===== config.mk =====
export PLATFORM = sky130hd
export DESIGN_NAME = sata_dma_stream_demux_pkt_flat
export DESIGN_NICKNAME = d
export VERILOG_FILES = /design/src/rtl/sata_dma_stream_demux_pkt_pkg.sv /design/src/rtl/sata_dma_stream_demux_pkt_if.sv /design/src/rtl/sata_dma_stream_skid.sv /design/src/rtl/sata_dma_stream_demux_pkt.sv /design/src/flat_wrapper.sv
export SDC_FILE = /design/constraint.sdc
export NUM_CORES = 1
export LEC_CHECK = 0
export ABC_AREA = 1
export ABC_CLOCK_PERIOD_IN_PS = 1400
export CORE_AREA = 2 2 43 74
export DETAILED_ROUTE_END_ITERATION = 6
export DIE_AREA = 0 0 45 76
export GPL_ROUTABILITY_DRIVEN = 0
export GPL_TIMING_DRIVEN = 1
export PLACE_DENSITY = 0.74
export SLEW_MARGIN = 15
export SYNTH_ARGS = -nofsm -noshare
export SYNTH_HDL_FRONTEND = slang
export SYNTH_SLANG_ARGS = --single-unit

===== constraint.sdc =====
create_clock -name clk -period 1.4 [get_ports clk]
set_input_delay 0.21 -clock clk [delete_from_list [all_inputs] [get_ports clk]]
set_output_delay 0.21 -clock clk [all_outputs]
set_load 0.01 [all_outputs]

===== src/rtl/sata_dma_stream_demux_pkt_pkg.sv =====
// Shared types and helpers for the packet-aware DMA stream demultiplexer.
// Latency: n/a (declarations only).
// Backpressure: n/a.
package sata_dma_pkg;

    // Select width for n channels, never narrower than one bit.
    function automatic int sel_width(input int n);
        return (n > 1) ? $clog2(n) : 1;
    endfunction

    // Packet lock state: IDLE waits for a first beat, BUSY holds the destination.
    typedef enum logic [0:0] {
        ST_IDLE = 1'b0,
        ST_BUSY = 1'b1
    } lock_state_t;

endpackage


===== src/rtl/sata_dma_stream_demux_pkt_if.sv =====
// Stream bundle between the DMA transport engine and the per-channel consumers.
// Latency: n/a (wires only).
// Backpressure: i_rdy toward the source, o_rdy per output channel.
interface sata_dma_stream_demux_pkt_if
    import sata_dma_pkg::*;
#(
    parameter int OUTPUTS = 2,
    parameter int WIDTH   = 8
);
    localparam int SELW = sel_width(OUTPUTS);

    logic [SELW-1:0]               select;
    logic [WIDTH-1:0]              i_dat;
    logic                          i_eop;
    logic                          i_val;
    logic                          i_rdy;
    logic [OUTPUTS-1:0][WIDTH-1:0] o_dat;
    logic [OUTPUTS-1:0]            o_eop;
    logic [OUTPUTS-1:0]            o_val;
    logic [OUTPUTS-1:0]            o_rdy;

    modport master (
        output select, i_dat, i_eop, i_val, o_rdy,
        input  i_rdy, o_dat, o_eop, o_val
    );

    modport slave (
        input  select, i_dat, i_eop, i_val, o_rdy,
        output i_rdy, o_dat, o_eop, o_val
    );
endinterface


===== src/rtl/sata_dma_stream_skid.sv =====
// Generic two-entry valid/ready skid buffer with registered outputs and registered up_rdy.
// Latency: 1 cycle from accept to dn_vld when the main entry is empty; 1 beat/cycle sustained.
// Backpressure: up_rdy drops the cycle after the skid entry fills; it rises again once it drains.
module sata_dma_stream_skid #(
    parameter int W = 8
) (
    input  logic         clk,
    input  logic         reset,
    input  logic [W-1:0] up_dat,
    input  logic         up_vld,
    output logic         up_rdy,
    output logic [W-1:0] dn_dat,
    output logic         dn_vld,
    input  logic         dn_rdy
);
    logic [W-1:0] m_dat;
    logic [W-1:0] s_dat;
    logic         m_vld;
    logic         s_vld;
    logic         rdy_q;
    logic         push;
    logic         m_free;

    // rdy_q mirrors !s_vld, so a push always finds the skid entry empty.
    assign push   = up_vld & rdy_q;
    assign m_free = ~m_vld | dn_rdy;

    // Main/skid entry update; the skid entry always drains into main before new beats.
    always_ff @(posedge clk or negedge reset) begin
        if (!reset) begin
            m_dat <= '0;
            s_dat <= '0;
            m_vld <= 1'b0;
            s_vld <= 1'b0;
            rdy_q <= 1'b0;
        end else if (m_free) begin
            if (s_vld) begin
                m_dat <= s_dat;
                m_vld <= 1'b1;
                s_vld <= 1'b0;
            end else begin
                m_vld <= push;
                if (push) begin
                    m_dat <= up_dat;
                end
            end
            rdy_q <= 1'b1;
        end else if (push) begin
            s_dat <= up_dat;
            s_vld <= 1'b1;
            rdy_q <= 1'b0;
        end else begin
            rdy_q <= ~s_vld;
        end
    end

    assign up_rdy = rdy_q;
    assign dn_dat = m_dat;
    assign dn_vld = m_vld;
endmodule


===== src/rtl/sata_dma_stream_demux_pkt.sv =====
// Packet-locked 1:OUTPUTS stream demux; destination sampled on first beat, optional per-output
// packet counters under SATA_DMA_STREAM_DEMUX_PKT_CNT_EN. Latency: 1 cycle accept to o_val.
// Backpressure: only o_rdy of the current destination stalls; i_rdy is registered via the skid.
module sata_dma_stream_demux_pkt
    import sata_dma_pkg::*;
#(
    parameter int OUTPUTS = 2,
    parameter int WIDTH   = 8,
    parameter int CNTW    = 16
) (
    input  logic clk,
    input  logic reset,
    sata_dma_stream_demux_pkt_if.slave bus
`ifdef SATA_DMA_STREAM_DEMUX_PKT_CNT_EN
    ,
    output logic [OUTPUTS-1:0][CNTW-1:0] o_pkt_cnt
`endif
);
    localparam int SELW = sel_width(OUTPUTS);
    localparam int PAYW = SELW + 1 + WIDTH;
    localparam logic [0:0] LK_IDLE = 1'(ST_IDLE);
    localparam logic [0:0] LK_BUSY = 1'(ST_BUSY);

    // View of the main (output) skid entry.
    typedef struct packed {
        logic [WIDTH-1:0] dat;
        logic             eop;
        logic [SELW-1:0]  dst;
        logic             val;
    } entry_t;

    if (OUTPUTS < 1 || CNTW < 1) begin : g_bad_param
        $error("sata_dma_stream_demux_pkt: OUTPUTS and CNTW must be >= 1");
    end

    logic [0:0]         lock_q;
    logic [SELW-1:0]    held_q;
    logic [SELW-1:0]    dst_sel;
    logic               in_range;
    logic               accept;
    logic               up_rdy;
    logic               m_vld;
    logic               dn_rdy;
    logic [PAYW-1:0]    up_pay;
    logic [PAYW-1:0]    dn_pay;
    logic [OUTPUTS-1:0] val_vec;
    entry_t             m;

    // Destination: live select on a first beat, held value inside a packet.
    always_comb begin
        dst_sel = (lock_q == LK_BUSY) ? held_q : bus.select;
        if (OUTPUTS == 1) begin
            dst_sel = '0;
        end
    end

    // Out-of-range beats are accepted but never pushed into the skid stage.
    assign in_range  = (32'(dst_sel) < 32'(OUTPUTS));
    assign accept    = bus.i_val & up_rdy;
    assign up_pay    = {dst_sel, bus.i_eop, bus.i_dat};
    assign bus.i_rdy = up_rdy;

    // Lock FSM: a non-final first beat locks the destination until the eop beat.
    always_ff @(posedge clk or negedge reset) begin
        if (!reset) begin
            lock_q <= LK_IDLE;
            held_q <= '0;
        end else if (accept) begin
            if (bus.i_eop) begin
                lock_q <= LK_IDLE;
            end else if (lock_q == LK_IDLE) begin
                lock_q <= LK_BUSY;
                held_q <= dst_sel;
            end
        end
    end

    sata_dma_stream_skid #(.W(PAYW)) u_skid (
        .clk    (clk),
        .reset  (reset),
        .up_dat (up_pay),
        .up_vld (bus.i_val & in_range),
        .up_rdy (up_rdy),
        .dn_dat (dn_pay),
        .dn_vld (m_vld),
        .dn_rdy (dn_rdy)
    );

    assign m.dat = dn_pay[WIDTH-1:0];
    assign m.eop = dn_pay[WIDTH];
    assign m.dst = dn_pay[PAYW-1:WIDTH+1];
    assign m.val = m_vld;

    // Main entry advances only when its own destination takes the beat.
    assign dn_rdy = |(val_vec & bus.o_rdy);

    for (genvar k = 0; k < OUTPUTS; k++) begin : g_out
        assign val_vec[k]   = m.val && (m.dst == SELW'(k));
        assign bus.o_val[k] = val_vec[k];
        assign bus.o_eop[k] = val_vec[k] & m.eop;
        assign bus.o_dat[k] = m.dat;
    end

`ifdef SATA_DMA_STREAM_DEMUX_PKT_CNT_EN
    logic [OUTPUTS-1:0][CNTW-1:0] cnt_q;

    // Count packets completed on each output; wraps naturally at 2^CNTW.
    always_ff @(posedge clk or negedge reset) begin
        if (!reset) begin
            cnt_q <= '0;
        end else begin
            for (int k = 0; k < OUTPUTS; k++) begin
                if (val_vec[k] & bus.o_rdy[k] & m.eop) begin
                    cnt_q[k] <= cnt_q[k] + CNTW'(1);
                end
            end
        end
    end

    assign o_pkt_cnt = cnt_q;
`endif
endmodule


===== src/flat_wrapper.sv =====
// flat-port wrapper written by rule: the top's interface ports become plain ports
module sata_dma_stream_demux_pkt_flat import sata_dma_pkg::*;
#(
    parameter int OUTPUTS = 2,
    parameter int WIDTH   = 8,
    parameter int CNTW    = 16
)
  (clk, reset, bus_select, bus_i_dat, bus_i_eop, bus_i_val, bus_o_rdy, bus_i_rdy, bus_o_dat, bus_o_eop, bus_o_val);
  sata_dma_stream_demux_pkt_if #(.OUTPUTS(OUTPUTS), .WIDTH(WIDTH)) bus_i ();
  input  logic clk;
  input  logic reset;
  input wire logic [$bits(bus_i.select)-1:0] bus_select;
  input wire logic [$bits(bus_i.i_dat)-1:0] bus_i_dat;
  input wire logic [$bits(bus_i.i_eop)-1:0] bus_i_eop;
  input wire logic [$bits(bus_i.i_val)-1:0] bus_i_val;
  input wire logic [$bits(bus_i.o_rdy)-1:0] bus_o_rdy;
  output wire logic [$bits(bus_i.i_rdy)-1:0] bus_i_rdy;
  output wire logic [$bits(bus_i.o_dat)-1:0] bus_o_dat;
  output wire logic [$bits(bus_i.o_eop)-1:0] bus_o_eop;
  output wire logic [$bits(bus_i.o_val)-1:0] bus_o_val;
  assign bus_i.select = bus_select;
  assign bus_i.i_dat = bus_i_dat;
  assign bus_i.i_eop = bus_i_eop;
  assign bus_i.i_val = bus_i_val;
  assign bus_i.o_rdy = bus_o_rdy;
  assign bus_i_rdy = bus_i.i_rdy;
  assign bus_o_dat = bus_i.o_dat;
  assign bus_o_eop = bus_i.o_eop;
  assign bus_o_val = bus_i.o_val;
  sata_dma_stream_demux_pkt #(.OUTPUTS(OUTPUTS), .WIDTH(WIDTH), .CNTW(CNTW)) u_core (.clk(clk), .reset(reset), .bus(bus_i));
endmodule

* After elaboration in Yosys (flattened, before gate mapping)
Index checks and enable logic that the tools add are counted.
Cells by class: muxes and demuxes 9, bitwise gates (word level) 11, reductions and logical operators 8
Operators with widths (number):
- two-way mux 10 bit | 2
- two-way mux 1 bit | 7
- NOT 1 bit | 6
- AND reduction 2 bit | 2
- nonzero test 2 bit | 2
- bitwise AND 1 bit | 3
- AND reduction 3 bit | 1
- bitwise AND 2 bit | 1
- logical AND 1 bit | 2
- OR reduction 2 bit | 1
- bitwise OR 1 bit | 1
Storage, ports and cells: register bits 25, input bits 15, logic and storage cells 35

* Longest topological paths before layout
depth after elaboration 7, gate-level depth with buffers 6

* Hierarchy
From an unflattened synthesis, not the netlist that was laid out.
Unflattened totals: cells, all modules 166, area, all modules 1261.2 µm²
By module, submodules not included:
- sata_dma_stream_skid | instances 1, cells an instance 129, area each 1041.0 µm²
- sata_dma_stream_demux_pkt | instances 1, cells an instance 37, area each 220.2 µm²

* Worst setup path after synthesis
No wires, ideal clock.
kind reg-to-reg, from register u_core.u_skid.rdy_q (netlist: u_core.u_skid.up_rdy), to register u_core.u_skid.s_dat[0], setup time 0.066 ns, arrival 1.018 ns, data required time 1.334 ns, path slack 0.316 ns, stages on the path, launching flop included 6, buffers on the path 1, path through dfrtp_1 nand2_1 inv_1 buf_1 nand3_1 nand2_1
Between the ends: word-level cells in the longest chain between the ends 2
Ends and longest elaborated chain:
- start, declared | line sata_dma_stream_skid.sv:20 | logic rdy_q;
- start signal, assigned | line sata_dma_stream_skid.sv:53 | rdy_q <= ~s_vld;
- bitwise AND 1 bit | line sata_dma_stream_skid.sv:25 | assign push = up_vld & rdy_q;
- AND reduction 2 bit (no source line)
- end signal, assigned | line sata_dma_stream_skid.sv:49 | s_dat <= up_dat;
- end, declared | line sata_dma_stream_skid.sv:17 | logic [W-1:0] s_dat;
Every way passes these cells. A chain may end at the register's enable or synchronous reset.

* Worst setup path in the final report
from register u_core.u_skid.m_dat[9] (netlist: u_core.u_skid.dn_dat[9]), to output bus_o_eop[0]
Between the ends: word-level cells in the longest chain between the ends 3
Ends and longest elaborated chain:
- start, declared | line sata_dma_stream_skid.sv:16 | logic [W-1:0] m_dat;
- start signal, assigned | line sata_dma_stream_skid.sv:38 | m_dat <= s_dat;
- start signal, assigned | line sata_dma_stream_skid.sv:44 | m_dat <= up_dat;
- NOT 1 bit | line sata_dma_stream_demux_pkt.sv:98 | assign val_vec[k] = m.val && (m.dst == SELW'(k));
- logical AND 1 bit | line sata_dma_stream_demux_pkt.sv:98
- bitwise AND 1 bit | line sata_dma_stream_demux_pkt.sv:100 | assign bus.o_eop[k] = val_vec[k] & m.eop;
- end, declared | line flat_wrapper.sv:19 | output wire logic [$bits(bus_i.o_eop)-1:0] bus_o_eop;
Every way passes these cells.

==> qor.yml <==
status: "finished clean"
wl_per_cell_um: 11.6
cp_max_fo: 3
diodes: 0
start_kind: "register"
power_density_nw_per_um2: 2050
ys_ff_latch: 25
grt-ovfl-total: 0
post-place-cells: 201
tritoncts: "built"
syn-mean-instance-area_um2: 8.22
die-area_um2: 3420
cts_buffers: 3
multi_input_area_um2: 447
first_global_vias: 994
pin_count: 36
slew_violations: 0
setup_ws_ps: 87.9
place_ws_ps: -82.2
path_class: "reg2out"
htreeDepth: 1
cts_root_buffer: "clkbuf_8"
grt_max_degree: 26
tightest_slew_ps: 320
dr.pass1.iters: 4
synth_seq_area_share_pct: 49.4
drive_above_1_share_pct: 14.5
syn_to_final_growth_pct: 29.1
fmax_mhz: 762
max_slew_margin_pct: 78.6
drtAntennaViolNets: 0
fin_crit_sh_pct: 93.7
critPathRequiredTime_ps: 1190
finalNetCount: 195
syn_nets: 169
die_h_um: 76
drtIter0Drc: 26
std_cell_rows: 26
yosys_warnings: 0
cts.sinks: 25
core_region_area_um2: 2860
synth_cell_types: 16
numPortBuffers: 35
start_util_pct: 44.2
antenna_found_initial: 0
clock_skew_ps: 5.24
viasPerCell: 4.88
fillers: 256
routed_wl_um: 2400
drv_cap: 0
grt_first_pass_wirelength_um: 4170
min_period_ps: 1310
instances_no_fill: 207
cts.clk_slew.worst_paths_ps: 80
cts_max_path_buffers: 2
syn_inst: 154
die_w_um: 45
synth_area_um2: 1270
setup_viol: 0
num_vias: 1011
insertion_delay_ps: 260
power_leakage_nw: 0.988
grt_usage_pct: 15.4
crit_path_end_kind: "primary output"
hold_viol: 0
ir_drop_v: 0.000783
timing.critical_path.arrival_ps: 1100
hpwl_um: 1820
hold_class: "in2async"
drc: 0
ff_latch_area_um2: 626
==> cells in the mapped netlist <==
cell type | instances | area share (%)
inv_2 | 1 | 0.30
nand3_4 | 1 | 1.4
nor2_1 | 4 | 1.2
buf_1 | 1 | 0.30
nand2_2 | 2 | 0.99
or2_2 | 8 | 4.0
dfrtp_1 | 25 | 49
nand2_1 | 45 | 13
buf_4 | 17 | 10
inv_1 | 14 | 4.2
o21ai_1 | 9 | 3.6
buf_6 | 1 | 0.89
clkbuf_2 | 1 | 0.39
o21ai_0 | 11 | 4.3
nand3_1 | 13 | 5.1
nand3b_1 | 1 | 0.59
==> registers in the layout, summed over array words and instances (netlist names) <==
name	count
u_core.u_skid.dn_dat	10
u_core.u_skid.dn_vld	1
u_core.held_q	1
u_core.u_skid.up_rdy	1
u_core.lock_q	1
u_core.u_skid.s_dat	10
u_core.u_skid.s_vld	1
==> layout make-up <==
class,count,area share [%]
Inverter,15,3.45
Sequential cell,25,38.3
Timing Repair Buffer,41,26.0
Multi-Input combinational cell,94,27.3
Clock buffer,4,2.76
Tap cell,28,2.14
==> kinds of logic after synthesis <==
group                  count (synthesis)  share of synthesized area (%)
AND/OR/NAND/NOR                       74                           26.6
buffers and inverters                 35                           16.1
flip-flops                            25                           49.4
AO/OA/AOI/OAI                         20                           7.90
==> cells in the final DEF, fill, tap and decap left out, types with 3 or more instances in the layout <==
cell             netlist  final
nand2_1               45     43
inv_1                 14     13
dlymetal6s2s_1         0     16
nor2_1                 4      4
clkdlybuf4s50_1        0     14
buf_4                 17      5
dlygate4sd2_1          0      3
o21ai_1                9      9
or2_2                  8      8
o21ai_0               11     11
nand3_1               13     13
dfrtp_1               25     25
nand2_2                2      3
clkbuf_8               0      3
==> what timing repair did <==
action	CTS	global route
resized for setup	10	22
setup buffers	2	0
hold buffers	0	0
setup endpoints to repair	5	29
pin swaps	0	1
==> worst paths after layout <==
check / startpoint / end / slack [ps] / cells past startpoint
worst min-delay path: reset / u_core.u_skid.dn_dat[9] / 290 / 2
max in group asynchronous: reset / u_core.u_skid.dn_dat[5] / 860 / 2
worst min register to register: u_core.u_skid.s_dat[3] / u_core.u_skid.s_dat[3] / 470 / 2
worst max register to register: u_core.u_skid.dn_dat[9] / u_core.u_skid.up_rdy / 90 / 7
min in group clk: u_core.u_skid.s_dat[3] / u_core.u_skid.s_dat[3] / 470 / 2
worst max-delay path: u_core.u_skid.dn_dat[9] / bus_o_eop[0] / 90 / 5
==> report_power, final <==
part / internal (W) / leakage [nW] / switching (W) / total [W]
Sequential: 0.00106 / 0.306 / 0.000207 / 0.00127
Combinational: 0.000792 / 0.659 / 0.000877 / 0.00167
Clock: 0.000203 / 0.0228 / 0.000209 / 0.000412
Total: 0.00206 / 0.988 / 0.00129 / 0.00335
==> layer usage <==
| metal | routed length (um) | track usage (%) | vias to the layer above | share of wire (%) |
|---|---|---|---|---|
| li1 | - | - | 514 | - |
| met1 | 973 | 17.5 | 470 | 40 |
| met2 | 1290 | 27.7 | 21 | 54 |
| met3 | 101 | 2.37 | 6 | 4.2 |
| met4 | 39 | 5.00 | 0 | 1.6 |
| met5 | 0 | 0 | - | 0 |
==> critical path: stages (launching register included) <==
cell     delay (ps)
dfrtp_1         390
buf_4           140
inv_2            50
nand2_2          50
nor2_1           70
buf_2           130
==> metrics by stage <==
step                      power (W)  TNS [ps]  cell area [um^2]  hold slack, ps  utilization [%]
after floorplan             0.00251         0              1270           -85.6                -
after global placement      0.00293      -669              1530             449             53.6
after detailed placement    0.00300      -756              1530             453             53.6
after CTS                   0.00341         0              1590             306             55.4
after global routing        0.00363     -4.32              1630             322             57.1
final                       0.00335         0              1630             293             57.1
(Power assumes the default switching activity.)
